==> config.mk <==
export PLATFORM = sky130hd
export DESIGN_NAME = sender_stream_memory
export DESIGN_NICKNAME = d
export VERILOG_FILES = /design/src/rtl/sender_stream_memory.sv
export SDC_FILE = /design/constraint.sdc
export NUM_CORES = 1
export LEC_CHECK = 0
export CAP_MARGIN = 20
export CORE_ASPECT_RATIO = 0.9
export CORE_MARGIN = 2
export CORE_UTILIZATION = 56
export DETAILED_ROUTE_END_ITERATION = 7
export PLACE_DENSITY = 0.75
export SYNTH_ARGS = -nofsm -noshare
export SYNTH_HDL_FRONTEND = slang
export SYNTH_SLANG_ARGS = --single-unit
export TNS_END_PERCENT = 5
==> constraint.sdc <==
create_clock -name clk -period 4.2 [get_ports clk]
set_input_delay 0.84 -clock clk [delete_from_list [all_inputs] [get_ports clk]]
set_output_delay 0.84 -clock clk [all_outputs]
set_load 0.005 [all_outputs]
==> src/rtl/sender_stream_memory.sv <==
// Word RAM with a host read/write port and a burst engine that streams Length words from StartAddr.
// Host read data lands one cycle after ReadEnable; the stream issues at most one word per 2 cycles and holds each word until StreamReady.
module sender_stream_memory #(
  parameter int DATA_WIDTH = 16,
  parameter int ADDR_WIDTH = 4
) (
  input  logic                  clk,
  input  logic                  rst,
  input  logic [DATA_WIDTH-1:0] DataIn,
  input  logic [ADDR_WIDTH-1:0] Address,
  input  logic                  WriteEnable,
  input  logic                  ReadEnable,
  output logic [DATA_WIDTH-1:0] DataOut,
  output logic                  ReadValid,
  input  logic                  Start,
  input  logic [ADDR_WIDTH-1:0] StartAddr,
  input  logic [ADDR_WIDTH:0]   Length,
  input  logic                  Abort,
  output logic                  Busy,
  output logic [DATA_WIDTH-1:0] StreamData,
  output logic                  StreamValid,
  input  logic                  StreamReady,
  output logic                  Done
);

  localparam int DEPTH = 1 << ADDR_WIDTH;
  localparam logic [ADDR_WIDTH-1:0] PTR_ONE = {{(ADDR_WIDTH-1){1'b0}}, 1'b1};
  localparam logic [ADDR_WIDTH:0]   REM_ONE = {{ADDR_WIDTH{1'b0}}, 1'b1};

  typedef enum logic [1:0] {
    IDLE  = 2'd0,
    FETCH = 2'd1,
    SEND  = 2'd2
  } state_t;

  state_t                state_q, state_d;
  logic [DATA_WIDTH-1:0] mem_q [DEPTH];
  logic [ADDR_WIDTH-1:0] ptr_q, ptr_d;
  logic [ADDR_WIDTH:0]   rem_q, rem_d;
  logic [DATA_WIDTH-1:0] data_out_q, data_out_d;
  logic                  read_valid_q, read_valid_d;
  logic [DATA_WIDTH-1:0] stream_data_q, stream_data_d;
  logic                  stream_valid_q, stream_valid_d;
  logic                  done_q, done_d;

  // Host writes are accepted in every state; reads of the same edge see the old word.
  always_ff @(posedge clk) begin
    if (WriteEnable) begin
      mem_q[Address] <= DataIn;
    end
  end

  always_comb begin
    state_d        = state_q;
    ptr_d          = ptr_q;
    rem_d          = rem_q;
    data_out_d     = data_out_q;
    read_valid_d   = 1'b0;
    stream_data_d  = stream_data_q;
    stream_valid_d = stream_valid_q;
    done_d         = 1'b0;

    case (state_q)
      IDLE: begin
        if (ReadEnable) begin
          data_out_d   = mem_q[Address];
          read_valid_d = 1'b1;
        end
        if (Start) begin
          if (Length != '0) begin
            ptr_d   = StartAddr;
            rem_d   = Length;
            state_d = FETCH;
          end else begin
            done_d = 1'b1;
          end
        end
      end
      FETCH: begin
        stream_data_d  = mem_q[ptr_q];
        stream_valid_d = 1'b1;
        state_d        = SEND;
      end
      SEND: begin
        if (StreamReady) begin
          stream_valid_d = 1'b0;
          if (rem_q == REM_ONE) begin
            done_d  = 1'b1;
            state_d = IDLE;
          end else begin
            rem_d   = rem_q - REM_ONE;
            ptr_d   = ptr_q + PTR_ONE;
            state_d = FETCH;
          end
        end
      end
      default: begin
        state_d = IDLE;
      end
    endcase

    // Abort overrides a same-cycle handshake and suppresses Done.
    if (Abort && (state_q != IDLE)) begin
      state_d        = IDLE;
      stream_valid_d = 1'b0;
      done_d         = 1'b0;
    end
  end

  always_ff @(posedge clk) begin
    if (rst) begin
      state_q        <= IDLE;
      ptr_q          <= '0;
      rem_q          <= '0;
      data_out_q     <= '0;
      read_valid_q   <= 1'b0;
      stream_data_q  <= '0;
      stream_valid_q <= 1'b0;
      done_q         <= 1'b0;
    end else begin
      state_q        <= state_d;
      ptr_q          <= ptr_d;
      rem_q          <= rem_d;
      data_out_q     <= data_out_d;
      read_valid_q   <= read_valid_d;
      stream_data_q  <= stream_data_d;
      stream_valid_q <= stream_valid_d;
      done_q         <= done_d;
    end
  end

  assign DataOut     = data_out_q;
  assign ReadValid   = read_valid_q;
  assign StreamData  = stream_data_q;
  assign StreamValid = stream_valid_q;
  assign Done        = done_q;
  assign Busy        = (state_q != IDLE);

endmodule

### After elaboration in Yosys (flattened, before gate mapping)

Memories as Yosys holds them, arrays and structs flattened. A register that Yosys moved wholly into a read port is not among the register bits.
Cells that the tools add are included.

| cells by class | value |
|---|---|
| mux-type cells | 25 |
| reductions and logical operators | 12 |
| eq/ne operators | 7 |
| bitwise logic cells | 1 |
| $add $sub $neg | 2 |

Operator list:

| kind | count |
|---|---|
| $mux W5 | 4 |
| $mux W4 | 4 |
| $pmux W5 S2 | 1 |
| $mux W1 | 9 |
| $ne A2 B2 Y1 const B | 4 |
| $pmux W4 S2 | 1 |
| $mux W2 | 3 |
| $pmux W2 S3 | 1 |
| $reduce_bool A2 Y1 | 3 |
| $eq A5 B1 Y1 const B | 1 |
| $reduce_and A5 Y1 | 1 |
| $reduce_bool A5 Y1 | 1 |
| $sub A5 B1 Y5 const B | 1 |
| $add A4 B1 Y4 const B | 1 |
| $pmux W1 S2 | 2 |
| $reduce_and A2 Y1 | 2 |
| $reduce_or A2 Y1 | 2 |
| $reduce_and A3 Y1 | 1 |
| $eq A2 B1 Y1 const B | 1 |
| $eq A2 B2 Y1 const B | 1 |
| $logic_not A2 Y1 | 1 |
| $logic_and A1 B1 Y1 | 1 |
| $not A1 Y1 | 1 |

| storage, ports and cells | value |
|---|---|
| word-level logic and storage cells | 54 |
| RAM bits | 256 |
| bits of input ports | 36 |
| memories | 1 |
| flip-flop bits (word level) | 14 |
| output and inout bits | 36 |

Memory list:

| name | words | width | rd ports | clocked after memory_dff | wr ports | line | source |
|---|---|---|---|---|---|---|---|
| mem_q | 16 | 16 | 2 | 2 | 1 | 37 | `logic [DATA_WIDTH-1:0] mem_q [DEPTH];` |

### Logic depth before layout (Yosys ltp)

Gate-level depths: netlist of run 1.

| logic depth | value |
|---|---|
| depth after elaboration | 4 |
| gate-level depth with buffers | 7 |
| mapped depth without buffers | 6 |

### Worst setup path after synthesis of run 1

No wires, ideal clock.

| path | value |
|---|---|
| path kind | input port to flip-flop |
| from | in Address[2] |
| to | mem mem_q[8][0], enable pin |
| arrival time | 2.831 ns |
| required time | 3.791 ns |
| path buffers | 2 |
| library setup time | 0.409 ns |
| path slack | 0.960 ns |
| stages on the path | 5 |
| cell sequence | clkbuf_1 > nor2b_1 > clkbuf_1 > nand2_1 > nor3_1 |

RTL lines:

| item | line | source |
|---|---|---|
| start: declaration | 10 | `input logic [ADDR_WIDTH-1:0] Address,` |
| end: declaration | 37 |  |

Straight into the memory's write port.

### Worst setup path after layout of run 1

| path | value |
|---|---|
| from | reg state_q[0] |
| to | out Busy |

| on the way | value |
|---|---|
| longest elaborated chain between the ends | 1 |

RTL lines:

| item | line | source |
|---|---|---|
| start: declaration | 36 | `state_t state_q, state_d;` |
| start signal: assignment | 121 | `state_q <= state_d;` |
| $reduce_bool A2 Y1 | 137 | `assign Busy = (state_q != IDLE);` |
| end: declaration | 19 | `output logic Busy,` |

No other way between the ends.

==> tab_implementation.tex, run 1 <==
\begin{tabular}{lr}
\hline
Metric & Value \\
\hline
\multicolumn{2}{l}{\textbf{Run status}} \\
Result of the run & finished clean \\
\multicolumn{2}{l}{\textbf{Worst setup path}} \\
Worst R2R End & StreamData[15]\$\_SDFFE\_PP0P\_ \\
Beginning of the worst register-to-register path & ptr\_q[0]\$\_SDFFE\_PP0P\_ \\
Critical-path maximum fanout & 12 \\
End point of the critical path & Busy \\
Worst setup SP type & flip-flop \\
Worst path required time & 3.36 ns \\
Kind of end point of the critical path & primary output \\
Reg-to-reg slack, setup & 1.73 ns \\
Launch point of the worst path & state\_q[0]\$\_SDFFE\_PP0P\_ \\
Path depth of the worst reg2reg path & 5 \\
Arrival time at the worst endpoint & 1.84 ns \\
WS Path Type & flip-flop to primary output \\
\multicolumn{2}{l}{\textbf{Global route}} \\
Congestion Overflow GR & 0 \\
GR Util All Layers & 28.4\% \\
Maximum number of pins on one net before global-route repair & 52 \\
First-pass GRT wire length & 54100 um \\
Number of global-route vias before repair & 8708 \\
Number of antenna violations at the first check in global routing & 0 \\
\multicolumn{2}{l}{\textbf{Clock tree}} \\
Max Root-Sink Buffers & 3 \\
Number of sinks driven by the clock tree & 302 \\
Clock Latency Late Sink & 0.57 ns \\
Clock slew at the register clock pins of the worst setup and hold paths & 0.06 ns \\
Clock H-tree levels & 1 \\
Post-CTS Resized & 0 \\
Clock tree from TritonCTS & yes \\
Setup fix buffers added after clock tree synthesis & 0 \\
Inserted Clock Buffers & 31 \\
Clock tree root buffer cell & clkbuf\_16 \\
Number of buffers inserted for hold repair after clock tree synthesis & 0 \\
\multicolumn{2}{l}{\textbf{Final layout}} \\
Final-stage net count & 954 \\
Relative area change from synthesis to final layout & 17.0\% \\
Layout Utilization & 66.5\% \\
Number of fill cells & 1577 \\
Diode count & 0 \\
Fraction of final layout cells sized beyond drive strength 1 & 26.3\% \\
\multicolumn{2}{l}{\textbf{Drt}} \\
Via count of the routed design & 8511 \\
Number of DRC markers in iteration 0 & 1081 \\
Final wirelength & 36400 um \\
Routed wirelength normalized by instance count & 29.2 um \\
Post-DR vias/cell & 6.82 \\
Total iterations of the first detailed-routing run & 5 \\
Post-route ant nets & 0 \\
\# DRC & 0 \\
\multicolumn{2}{l}{\textbf{Synth}} \\
Async SR Flop Fraction & 0\% \\
Area of the mapped netlist & 13700 um\^{}2 \\
Number of distinct library cell variants in the gate-level netlist after synthesis & 52 \\
Synth Net Count & 862 \\
Number of flops mapped to enable cells by yosys & 256 \\
Synthesis warning total & 0 \\
Total of flip-flops plus latches after synthesis & 302 \\
Mean Syn Cell Area & 16.6 um\^{}2 \\
Part of the Yosys area used for sequential elements & 62.8\% \\
Synthesized netlist cell count & 823 \\
Main flop type after synthesis & edfxtp\_1 \\
\multicolumn{2}{l}{\textbf{STA}} \\
Number of setup violations in the final report & 0 \\
Worst slew pin tran & 1.06 ns \\
Max-slew violation count & 0 \\
Number of hold violations in the final report & 0 \\
RSZ-0062 raised after global routing & false \\
Clock skew after layout & 0.0158 ns \\
Highest achievable clock rate & 373 MHz \\
Rel. slew slack & 29.2\% \\
Crit path time final & 2.68 ns \\
Part of the cycle the worst path needs & 63.8\% \\
Total negative slack & 0 ns \\
\multicolumn{2}{l}{\textbf{Pwr}} \\
Total net switching power & 1.58 mW \\
Proportion of power drawn by combinational gates & 9.6\% \\
Switching share of total power & 22.8\% \\
Pwr per Cell Area & 431 nW/um\^{}2 \\
Sequential fraction of design power & 49.8\% \\
Leakage power figure & 5.39 nW \\
Maximum vdd drop & 0.361 mV \\
Internal power & 5.33 mW \\
Clock power frac & 40.6\% \\
\multicolumn{2}{l}{\textbf{Run}} \\
Max-cap violations & 0 \\
\multicolumn{2}{l}{\textbf{Placed design}} \\
Number of port buffers & 71 \\
Final weighted congestion in routability-driven placement & 0.875 \\
Post-DP HPWL & 22600 um \\
\multicolumn{2}{l}{\textbf{Min path}} \\
Worst min-delay path class & flip-flop to flip-flop \\
\multicolumn{2}{l}{\textbf{Die}} \\
DIE AREA & 25700 um\^{}2 \\
Starting Density & 56.8\% \\
\# IOs & 72 \\
Core footprint & 24100 um\^{}2 \\
Number of standard-cell rows in the floorplan & 54 \\
Chip width & 169 um \\
Vertical die dimension & 152 um \\
\hline
\end{tabular}
[sequential cells by signal, summed over array words and instances (netlist names)]
register	count
rem_q	5
state_q	2
StreamData	16
Done	1
ptr_q	4
StreamValid	1
DataOut	16
mem_q	256
ReadValid	1
[worst min path at each step]
stage	from	end	slack (ns)	cells after the start
6_report	StreamData[8]$_SDFFE_PP0P_	StreamData[8]$_SDFFE_PP0P_	0.46	2
5_1_grt	StreamData[8]$_SDFFE_PP0P_	StreamData[8]$_SDFFE_PP0P_	0.50	2
3_5_place_dp	StreamData[8]$_SDFFE_PP0P_	StreamData[8]$_SDFFE_PP0P_	0.46	2
4_1_cts	StreamData[8]$_SDFFE_PP0P_	StreamData[8]$_SDFFE_PP0P_	0.47	2
2_1_floorplan	StreamData[8]$_SDFFE_PP0P_	StreamData[8]$_SDFFE_PP0P_	0.43	2
3_3_place_gp	StreamData[8]$_SDFFE_PP0P_	StreamData[8]$_SDFFE_PP0P_	0.43	2
[layout by cell type, fill, tap and decap left out, types with 6 or more instances in the layout]
cell type	count
nand3b_1	6
edfxtp_1	256
clkinv_2	6
mux4_2	83
nor2_2	13
inv_1	6
nand3_1	9
nor2_1	24
mux4_1	9
mux2_2	36
clkbuf_8	6
nor4_1	18
o22ai_1	29
nand2b_1	8
buf_4	43
clkbuf_16	31
a21oi_1	9
a22o_1	14
mux2i_1	70
dfxtp_1	43
nor3_1	17
a22oi_1	16
buf_12	7
nand2_1	36
clkdlybuf4s50_1	69
[logic make-up (layout without fill, tap and decap cells)]
family	after synthesis	after routing	synth area share (%)
multiplexers	198	198	23.4
buffers and inverters	67	184	2.54
AND/OR/NAND/NOR	154	154	5.65
adder cells (fa/ha/maj)	3	3	0.274
flip-flops	302	302	62.8
XOR/XNOR	1	1	0.0639
AO/OA/AOI/OAI	98	98	5.21
[per-stage QoR]
step	hold slack [ns]	worst slack [ns]	cells	power, mW	instance area [um^2]
global placement	0.431	1.13	1190	4.14	15000
global route	0.505	1.47	1248	7.09	16000
detailed placement	0.460	1.08	1190	4.16	15000
floorplan	0.435	0.960	823	3.88	13700
finish	0.463	1.52	1248	6.91	16000
CTS	0.467	1.53	1248	6.92	16000
[final cells by class]
class                      instances  area, um^2  share of cell area (%)
sequential                       302        8620                    53.7
multi-input combinational        454        4800                    29.9
timing repair buffer             120        1160                    7.23
clock buffer                      41         873                    5.45
tap                              308         385                    2.40
clock inverter                    17         175                    1.09
inverter                           6        22.5                   0.140
[worst max-delay path: stages, from the launching register on]
cell             delay [ns]
dfxtp_1                0.56
or2_2                  0.22
clkdlybuf4s50_1        0.50
[routing by layer]
metal  up-vias  global-route usage (%)  routed length, um
li1       3576                       -                  -
met1      4275                    37.8              13400
met2       547                    46.6              17700
met3       113                    5.58               3770
met4         0                    11.7               1520
met5         -                       0                  0
[power groups by stage]
stage | clock network (mW) | logic (mW) | registers (mW)
6_report | 2.81 | 0.663 | 3.44
3_3_place_gp | 0 | 0.639 | 3.50
3_5_place_dp | 0 | 0.655 | 3.50
4_1_cts | 2.82 | 0.659 | 3.44
5_1_grt | 2.94 | 0.702 | 3.45
2_1_floorplan | 0 | 0.444 | 3.44
[cell usage after synthesis (16+ instances only)]
cell | number | area share (%)
mux2i_1 | 70 | 5.1
nor4_1 | 18 | 0.82
mux4_2 | 83 | 14
a22oi_1 | 16 | 0.88
o22ai_1 | 29 | 1.3
nor2_1 | 36 | 0.99
mux2_2 | 36 | 3.0
buf_2 | 30 | 1.1
edfxtp_1 | 256 | 56
clkbuf_1 | 17 | 0.47
nand2_1 | 36 | 0.99
dfxtp_1 | 46 | 6.7
nor3_1 | 22 | 0.80
Note: power is estimated with default switching activity, not from simulation.
==> inputs of run 2 (changes only) <==
--- a/config.mk
+++ b/config.mk
@@ -8,9 +8,9 @@
 export CAP_MARGIN = 20
 export CORE_ASPECT_RATIO = 0.9
 export CORE_MARGIN = 2
-export CORE_UTILIZATION = 56
+export CORE_UTILIZATION = 54
 export DETAILED_ROUTE_END_ITERATION = 7
-export PLACE_DENSITY = 0.75
+export PLACE_DENSITY = 0.76
 export SYNTH_ARGS = -nofsm -noshare
 export SYNTH_HDL_FRONTEND = slang
 export SYNTH_SLANG_ARGS = --single-unit
==> constraint.sdc (replaced) <==
create_clock -name clk -period 2.4 [get_ports clk]
set_input_delay 0.48 -clock clk [delete_from_list [all_inputs] [get_ports clk]]
set_output_delay 0.48 -clock clk [all_outputs]
set_load 0.005 [all_outputs]
==> tab_implementation.tex, run 2 (synthesized netlist as in run 1, its figures left out) <==
\begin{tabular}{lr}
\hline
Metric & Value \\
\hline
\multicolumn{2}{l}{\textbf{Drt}} \\
Number of DRC markers in iteration 0 & 1127 (was 1081) \\
\# DRC & 0 (unchanged) \\
Via count of the routed design & 8738 (was 8511) \\
Final wirelength & 36500 um (was 36400 um) \\
Post-DR vias/cell & 6.60 (was 6.82) \\
Routed wirelength normalized by instance count & 27.6 um (was 29.2 um) \\
Post-route ant nets & 0 (unchanged) \\
Total iterations of the first detailed-routing run & 5 (unchanged) \\
\multicolumn{2}{l}{\textbf{Placed design}} \\
Post-DP HPWL & 24700 um (was 22600 um) \\
Number of port buffers & 71 (unchanged) \\
Worst slack, placed & -0.0381 ns (was 1.08 ns) \\
Final weighted congestion in routability-driven placement & 0.883 (was 0.875) \\
\multicolumn{2}{l}{\textbf{Min path}} \\
Terminating pin of the worst hold path & StreamData[8]\$\_SDFFE\_PP0P\_ (unchanged) \\
Launch instance of the worst min-delay path & StreamData[8]\$\_SDFFE\_PP0P\_ (unchanged) \\
Worst min-delay path class & flip-flop to flip-flop (unchanged) \\
Count of cells along the worst hold path & 2 (unchanged) \\
\multicolumn{2}{l}{\textbf{STA}} \\
Highest achievable clock rate & 438 MHz \\
Worst slew pin tran & 0.770 ns (was 1.06 ns) \\
Worst Setup Slack, final & 0.118 ns (was 1.52 ns) \\
Part of the cycle the worst path needs & 95.1\% \\
Rel. slew slack & 48.4\% (was 29.2\%) \\
Max-slew violation count & 0 (unchanged) \\
RSZ-0062 raised after global routing & false (unchanged) \\
Crit path time final & 2.28 ns \\
Number of hold violations in the final report & 0 (unchanged) \\
Clock skew after layout & 0.0167 ns (was 0.0158 ns) \\
Number of setup violations in the final report & 0 (unchanged) \\
\multicolumn{2}{l}{\textbf{Die}} \\
Core footprint & 25000 um\^{}2 (was 24100 um\^{}2) \\
\# IOs & 72 (unchanged) \\
Number of standard-cell rows in the floorplan & 55 (was 54) \\
Chip width & 172 um (was 169 um) \\
DIE AREA & 26700 um\^{}2 (was 25700 um\^{}2) \\
Starting Density & 54.7\% (was 56.8\%) \\
Vertical die dimension & 155 um (was 152 um) \\
\multicolumn{2}{l}{\textbf{Clock tree}} \\
Clock slew at the register clock pins of the worst setup and hold paths & 0.06 ns (about the same) \\
Max Root-Sink Buffers & 3 (unchanged) \\
Post-CTS Resized & 0 (unchanged) \\
Clock tree from TritonCTS & yes (unchanged) \\
Clock tree root buffer cell & clkbuf\_16 (unchanged) \\
Number of buffers inserted for hold repair after clock tree synthesis & 0 (unchanged) \\
Clock H-tree levels & 1 (unchanged) \\
Setup fix buffers added after clock tree synthesis & 0 (unchanged) \\
Inserted Clock Buffers & 30 (was 31) \\
Number of sinks driven by the clock tree & 302 (unchanged) \\
Clock Latency Late Sink & 0.56 ns (was 0.57 ns) \\
\multicolumn{2}{l}{\textbf{Final layout}} \\
Number of fill cells & 1737 (was 1577) \\
Fraction of final layout cells sized beyond drive strength 1 & 29.5\% (was 26.3\%) \\
Layout Utilization & 66.0\% (was 66.5\%) \\
Most frequent cells in the layout & edfxtp\_1, mux4\_2, buf\_4 (was edfxtp\_1, mux4\_2, mux2i\_1) \\
Number of flip-flops in the largest register & 256 (unchanged) \\
Most frequent standard cell in the layout excluding fill and tap cells & edfxtp\_1 (unchanged) \\
Diode count & 0 (unchanged) \\
Relative area change from synthesis to final layout & 20.6\% (was 17.0\%) \\
Largest Register & mem\_q (unchanged) \\
Final-stage net count & 997 (was 954) \\
\multicolumn{2}{l}{\textbf{Global route}} \\
Maximum number of pins on one net before global-route repair & 39 (was 52) \\
Congestion Overflow GR & 0 (unchanged) \\
Number of antenna violations at the first check in global routing & 0 (unchanged) \\
First-pass GRT wire length & 54400 um (was 54100 um) \\
Number of global-route vias before repair & 8813 (was 8708) \\
GR Util All Layers & 28.0\% (was 28.4\%) \\
\multicolumn{2}{l}{\textbf{Run status}} \\
Result of the run & finished clean (unchanged) \\
\multicolumn{2}{l}{\textbf{Worst setup path}} \\
Arrival time at the worst endpoint & 1.80 ns (was 1.84 ns) \\
Beginning of the worst register-to-register path & ptr\_q[0]\$\_SDFFE\_PP0P\_ (unchanged) \\
Kind of end point of the critical path & primary output (unchanged) \\
Critical-path maximum fanout & 11 (was 12) \\
Path depth of the worst reg2reg path & 5 (unchanged) \\
Worst setup SP type & flip-flop (unchanged) \\
WS Path Type & flip-flop to primary output (unchanged) \\
Reg-to-reg slack, setup & 0.26 ns (was 1.73 ns) \\
Worst path required time & 1.92 ns (was 3.36 ns) \\
Launch point of the worst path & state\_q[0]\$\_SDFFE\_PP0P\_ (unchanged) \\
Worst R2R End & StreamData[13]\$\_SDFFE\_PP0P\_ (was StreamData[15]\$\_SDFFE\_PP0P\_) \\
\multicolumn{2}{l}{\textbf{Pwr}} \\
Pwr per Cell Area & 743 nW/um\^{}2 (was 431 nW/um\^{}2) \\
PnR Total Power & 12.3 mW (was 6.91 mW) \\
Maximum vdd drop & 0.593 mV (was 0.361 mV) \\
Leakage power figure & 5.65 nW (was 5.39 nW) \\
\multicolumn{2}{l}{\textbf{Run}} \\
Max-cap violations & 0 (unchanged) \\
\hline
\end{tabular}
[run 2: cell count changes in the layout (fill, tap and decap cells not counted), sizes merged]
cell,delta
buf,+44
bufinv,+2
clkbuf,-4
clkinv,-1
clkinvlp,+1
[run 2: metrics by stage]
step | instances | hold WS, ns | cell area (um^2) | TNS (ns)
finish | 1324 | 0.456 | 16500 | 0
global placement | 1268 | 0.427 | 15500 | -0.0490
global route | 1324 | 0.479 | 16500 | 0
CTS | 1324 | 0.462 | 16500 | 0
detailed placement | 1268 | 0.453 | 15500 | -0.0433
floorplan | 823 | 0.435 | 13700 | -21.98
[run 2: worst max-delay path by stage]
stage,slack (ns),to
after global placement,-0.01,DataOut[15]$_SDFFE_PP0P_
after CTS,0.11,Busy
after global routing,0.07,Busy
final,0.12,Busy
after detailed placement,-0.04,StreamData[5]$_SDFFE_PP0P_
after floorplan,-0.47,mem_q[0][0]$_DFFE_PP_
[run 2: cell type report]
type | count | area (um^2) | area share, %
Inverter | 6 | 22.5 | 0.136
Clock buffer | 37 | 828 | 5.01
Clock inverter | 19 | 241 | 1.46
Sequential cell | 302 | 8620 | 52.2
Timing Repair Buffer | 164 | 1580 | 9.54
Multi-Input combinational cell | 454 | 4810 | 29.1
Tap cell | 342 | 428 | 2.59
[run 2: critical path, cell delays in order (launching register included)]
cell and delay [ns]:
dfxtp_1 0.31, buf_4 0.16, or2_2 0.31, clkdlybuf4s50_1 0.46
[run 2: power breakdown]
part | internal [mW] | switching, mW | leakage (nW)
clock network | 3.00 | 1.98 | 0.517
registers | 5.85 | 0.127 | 2.69
logic | 0.681 | 0.639 | 2.44
[run 2: routing by layer]
layer | up-vias | track usage, % | part of all wire (%)
li1 | 3669 | - | -
met1 | 4471 | 40.7 | 40
met2 | 512 | 43.9 | 48
met3 | 86 | 4.99 | 9.6
met4 | 0 | 8.08 | 2.8
met5 | - | 0 | 0
==> inputs of run 3 (changes only) <==
--- a/config.mk
+++ b/config.mk
@@ -8,9 +8,10 @@
 export CAP_MARGIN = 20
 export CORE_ASPECT_RATIO = 0.9
 export CORE_MARGIN = 2
-export CORE_UTILIZATION = 54
+export CORE_UTILIZATION = 56
+export CTS_BUF_LIST = sky130_fd_sc_hd__clkbuf_4 sky130_fd_sc_hd__clkbuf_8
 export DETAILED_ROUTE_END_ITERATION = 7
-export PLACE_DENSITY = 0.76
+export PLACE_DENSITY = 0.79
 export SYNTH_ARGS = -nofsm -noshare
 export SYNTH_HDL_FRONTEND = slang
 export SYNTH_SLANG_ARGS = --single-unit
==> constraint.sdc (replaced) <==
create_clock -name clk -period 2 [get_ports clk]
set_input_delay 0.4 -clock clk [delete_from_list [all_inputs] [get_ports clk]]
set_output_delay 0.4 -clock clk [all_outputs]
set_load 0.005 [all_outputs]
==> tab_implementation.tex, run 3 (synthesized netlist as in run 1, its figures left out) <==
\begin{tabular}{lr}
\hline
Metric & Value \\
\hline
\multicolumn{2}{l}{\textbf{Clock tree}} \\
Clock tree from TritonCTS & yes (unchanged) \\
Clock tree root buffer cell & clkbuf\_8 (was clkbuf\_16) \\
Number of buffers inserted for hold repair after clock tree synthesis & 0 (unchanged) \\
Clock H-tree levels & 2 (was 1) \\
Number of sinks driven by the clock tree & 302 (unchanged) \\
Inserted Clock Buffers & 47 (was 30) \\
Clock slew at the register clock pins of the worst setup and hold paths & 0.07 ns (was 0.06 ns) \\
Max Root-Sink Buffers & 3 (unchanged) \\
Clock Latency Late Sink & 0.57 ns (was 0.56 ns) \\
\multicolumn{2}{l}{\textbf{Worst setup path}} \\
Worst setup SP type & flip-flop (unchanged) \\
Critical-path maximum fanout & 6 (was 11) \\
WS Path Type & flip-flop to primary output (unchanged) \\
Arrival time at the worst endpoint & 1.56 ns (was 1.80 ns) \\
Kind of end point of the critical path & primary output (unchanged) \\
Worst path required time & 1.60 ns (was 1.92 ns) \\
\multicolumn{2}{l}{\textbf{Run}} \\
Max-cap violations & 0 (unchanged) \\
\multicolumn{2}{l}{\textbf{Die}} \\
\# IOs & 72 (unchanged) \\
Starting Density & 56.8\% (was 54.7\%) \\
Chip width & 169 um (was 172 um) \\
Core footprint & 24100 um\^{}2 (was 25000 um\^{}2) \\
Number of standard-cell rows in the floorplan & 54 (was 55) \\
Vertical die dimension & 152 um (was 155 um) \\
DIE AREA & 25700 um\^{}2 (was 26700 um\^{}2) \\
\multicolumn{2}{l}{\textbf{Pwr}} \\
Switching share of total power & 23.4\% (was 22.4\%) \\
Proportion of power drawn by combinational gates & 11.7\% (was 10.8\%) \\
Internal power & 11.0 mW (was 9.53 mW) \\
Maximum vdd drop & 0.626 mV (was 0.593 mV) \\
Sequential fraction of design power & 49.5\% (was 48.7\%) \\
Leakage power figure & 5.85 nW (was 5.65 nW) \\
Clock power frac & 38.8\% (was 40.6\%) \\
Total net switching power & 3.38 mW (was 2.75 mW) \\
Pwr per Cell Area & 860 nW/um\^{}2 (was 743 nW/um\^{}2) \\
\multicolumn{2}{l}{\textbf{Final layout}} \\
Largest Register & mem\_q (unchanged) \\
Final-stage net count & 1037 (was 997) \\
Final standard cell count with taps included and fillers excluded & 1344 (was 1324) \\
Relative area change from synthesis to final layout & 22.4\% (was 20.6\%) \\
Most frequent standard cell in the layout excluding fill and tap cells & edfxtp\_1 (unchanged) \\
Total area of multi-input combinational cells & 4830 um\^{}2 (was 4810 um\^{}2) \\
Area used by sequential logic in the layout & 8620 um\^{}2 (about the same) \\
Number of flip-flops in the largest register & 256 (unchanged) \\
Most frequent cells in the layout & edfxtp\_1, buf\_4, mux4\_2 (was edfxtp\_1, mux4\_2, buf\_4) \\
Fraction of final layout cells sized beyond drive strength 1 & 33.3\% (was 29.5\%) \\
Diode count & 0 (unchanged) \\
Number of fill cells & 1535 (was 1737) \\
\multicolumn{2}{l}{\textbf{STA}} \\
Number of hold violations in the final report & 0 (unchanged) \\
Worst Setup Slack, final & 0.0369 ns (was 0.118 ns) \\
Rel. slew slack & 56.6\% (was 48.4\%) \\
Max-slew violation count & 0 (unchanged) \\
Clock skew after layout & 0.0190 ns (was 0.0167 ns) \\
Highest achievable clock rate & 509 MHz \\
Total negative slack & 0 ns (unchanged) \\
Number of setup violations in the final report & 0 (unchanged) \\
RSZ-0062 raised after global routing & false (unchanged) \\
Worst slew pin tran & 0.650 ns (was 0.770 ns) \\
Part of the cycle the worst path needs & 98.2\% \\
Crit path time final & 1.96 ns \\
\multicolumn{2}{l}{\textbf{Drt}} \\
Post-DR vias/cell & 6.66 (was 6.60) \\
\# DRC & 0 (unchanged) \\
Via count of the routed design & 8946 (was 8738) \\
Total iterations of the first detailed-routing run & 5 (unchanged) \\
Post-route ant nets & 0 (unchanged) \\
Number of DRC markers in iteration 0 & 1023 (was 1127) \\
Final wirelength & 36800 um (was 36500 um) \\
Routed wirelength normalized by instance count & 27.4 um (was 27.6 um) \\
\multicolumn{2}{l}{\textbf{Global route}} \\
Number of antenna violations at the first check in global routing & 0 (unchanged) \\
Met1 Resource Use GR & 41.6\% (was 40.7\%) \\
Met2 track demand over resource in global routing & 44.6\% (was 43.9\%) \\
Number of global-route vias before repair & 9035 (was 8813) \\
Routing layer with the top usage in global route & met2 (unchanged) \\
GR Util All Layers & 29.0\% (was 28.0\%) \\
GRT met3 Usage & 5.66\% (was 4.99\%) \\
Maximum number of pins on one net before global-route repair & 35 (was 39) \\
First-pass GRT wire length & 55400 um (was 54400 um) \\
Congestion Overflow GR & 0 (unchanged) \\
\multicolumn{2}{l}{\textbf{Placed design}} \\
Worst slack, placed & -0.331 ns (was -0.0381 ns) \\
Post-DP HPWL & 24500 um (was 24700 um) \\
Final weighted congestion in routability-driven placement & 0.910 (was 0.883) \\
Placed instance count & 1252 (was 1268) \\
Number of port buffers & 71 (unchanged) \\
\multicolumn{2}{l}{\textbf{Min path}} \\
Worst min-delay path class & primary input to flip-flop (was flip-flop to flip-flop) \\
\multicolumn{2}{l}{\textbf{Run status}} \\
Result of the run & finished clean (unchanged) \\
\hline
\end{tabular}
-- run 3: through the flow --
stage / hold WS, ns / util [%] / total power, mW / instance area [um^2]
2_1_floorplan: 0.435 / - / 8.16 / 13800
3_3_place_gp: 0.429 / 65.0 / 8.88 / 15700
3_5_place_dp: 0.438 / 65.0 / 8.91 / 15700
4_1_cts: 0.430 / 69.3 / 14.4 / 16700
5_1_grt: 0.446 / 69.5 / 14.8 / 16800
6_report: 0.441 / 69.5 / 14.4 / 16800
-- run 3: routing by layer --
layer	share of wire, %	wire, um
met5	0	0
met4	4.0	1470
met3	10	3850
met2	47	17200
met1	39	14300
-- run 3: layout make-up --
class,instances,area share [%]
clock buffers,67,5.09
clock inverters,20,1.03
repair buffers,187,11.2
multi-input cells,454,28.8
flip-flops and latches,302,51.4
inverters,6,0.134
well taps,308,2.30
-- run 3: worst paths after layout --
check	from	to	slack [ns]	cells past startpoint
max reg2reg	state_q[0]$_SDFFE_PP0P_	DataOut[14]$_SDFFE_PP0P_	0.13	5
max	state_q[0]$_SDFFE_PP0P_	Busy	0.04	3
min	StartAddr[0]	ptr_q[0]$_SDFFE_PP0P_	0.44	3
min reg2reg	StreamData[8]$_SDFFE_PP0P_	StreamData[8]$_SDFFE_PP0P_	0.45	2
-- run 3: what timing repair did --
item / CTS / global route
gates resized for setup: 4 / 2
buffers inserted: 1 / 4
endpoints found under the setup margin: 1 / 17
-- run 3: power groups by stage --
| stage | clock, mW | combinational [mW] | sequential [mW] |
|---|---|---|---|
| final | 5.60 | 1.68 | 7.14 |
| after detailed placement | 0 | 1.62 | 7.28 |
| after global placement | 0 | 1.60 | 7.28 |
| after global routing | 5.91 | 1.78 | 7.15 |
| after CTS | 5.66 | 1.64 | 7.15 |
| after floorplan | 0 | 0.943 | 7.22 |
-- run 3: worst max-delay path: stages (launching register included) --
cell and delay, ns:
dfxtp_4 0.35, buf_4 0.14, or2_4 0.24, dlygate4sd2_1 0.26
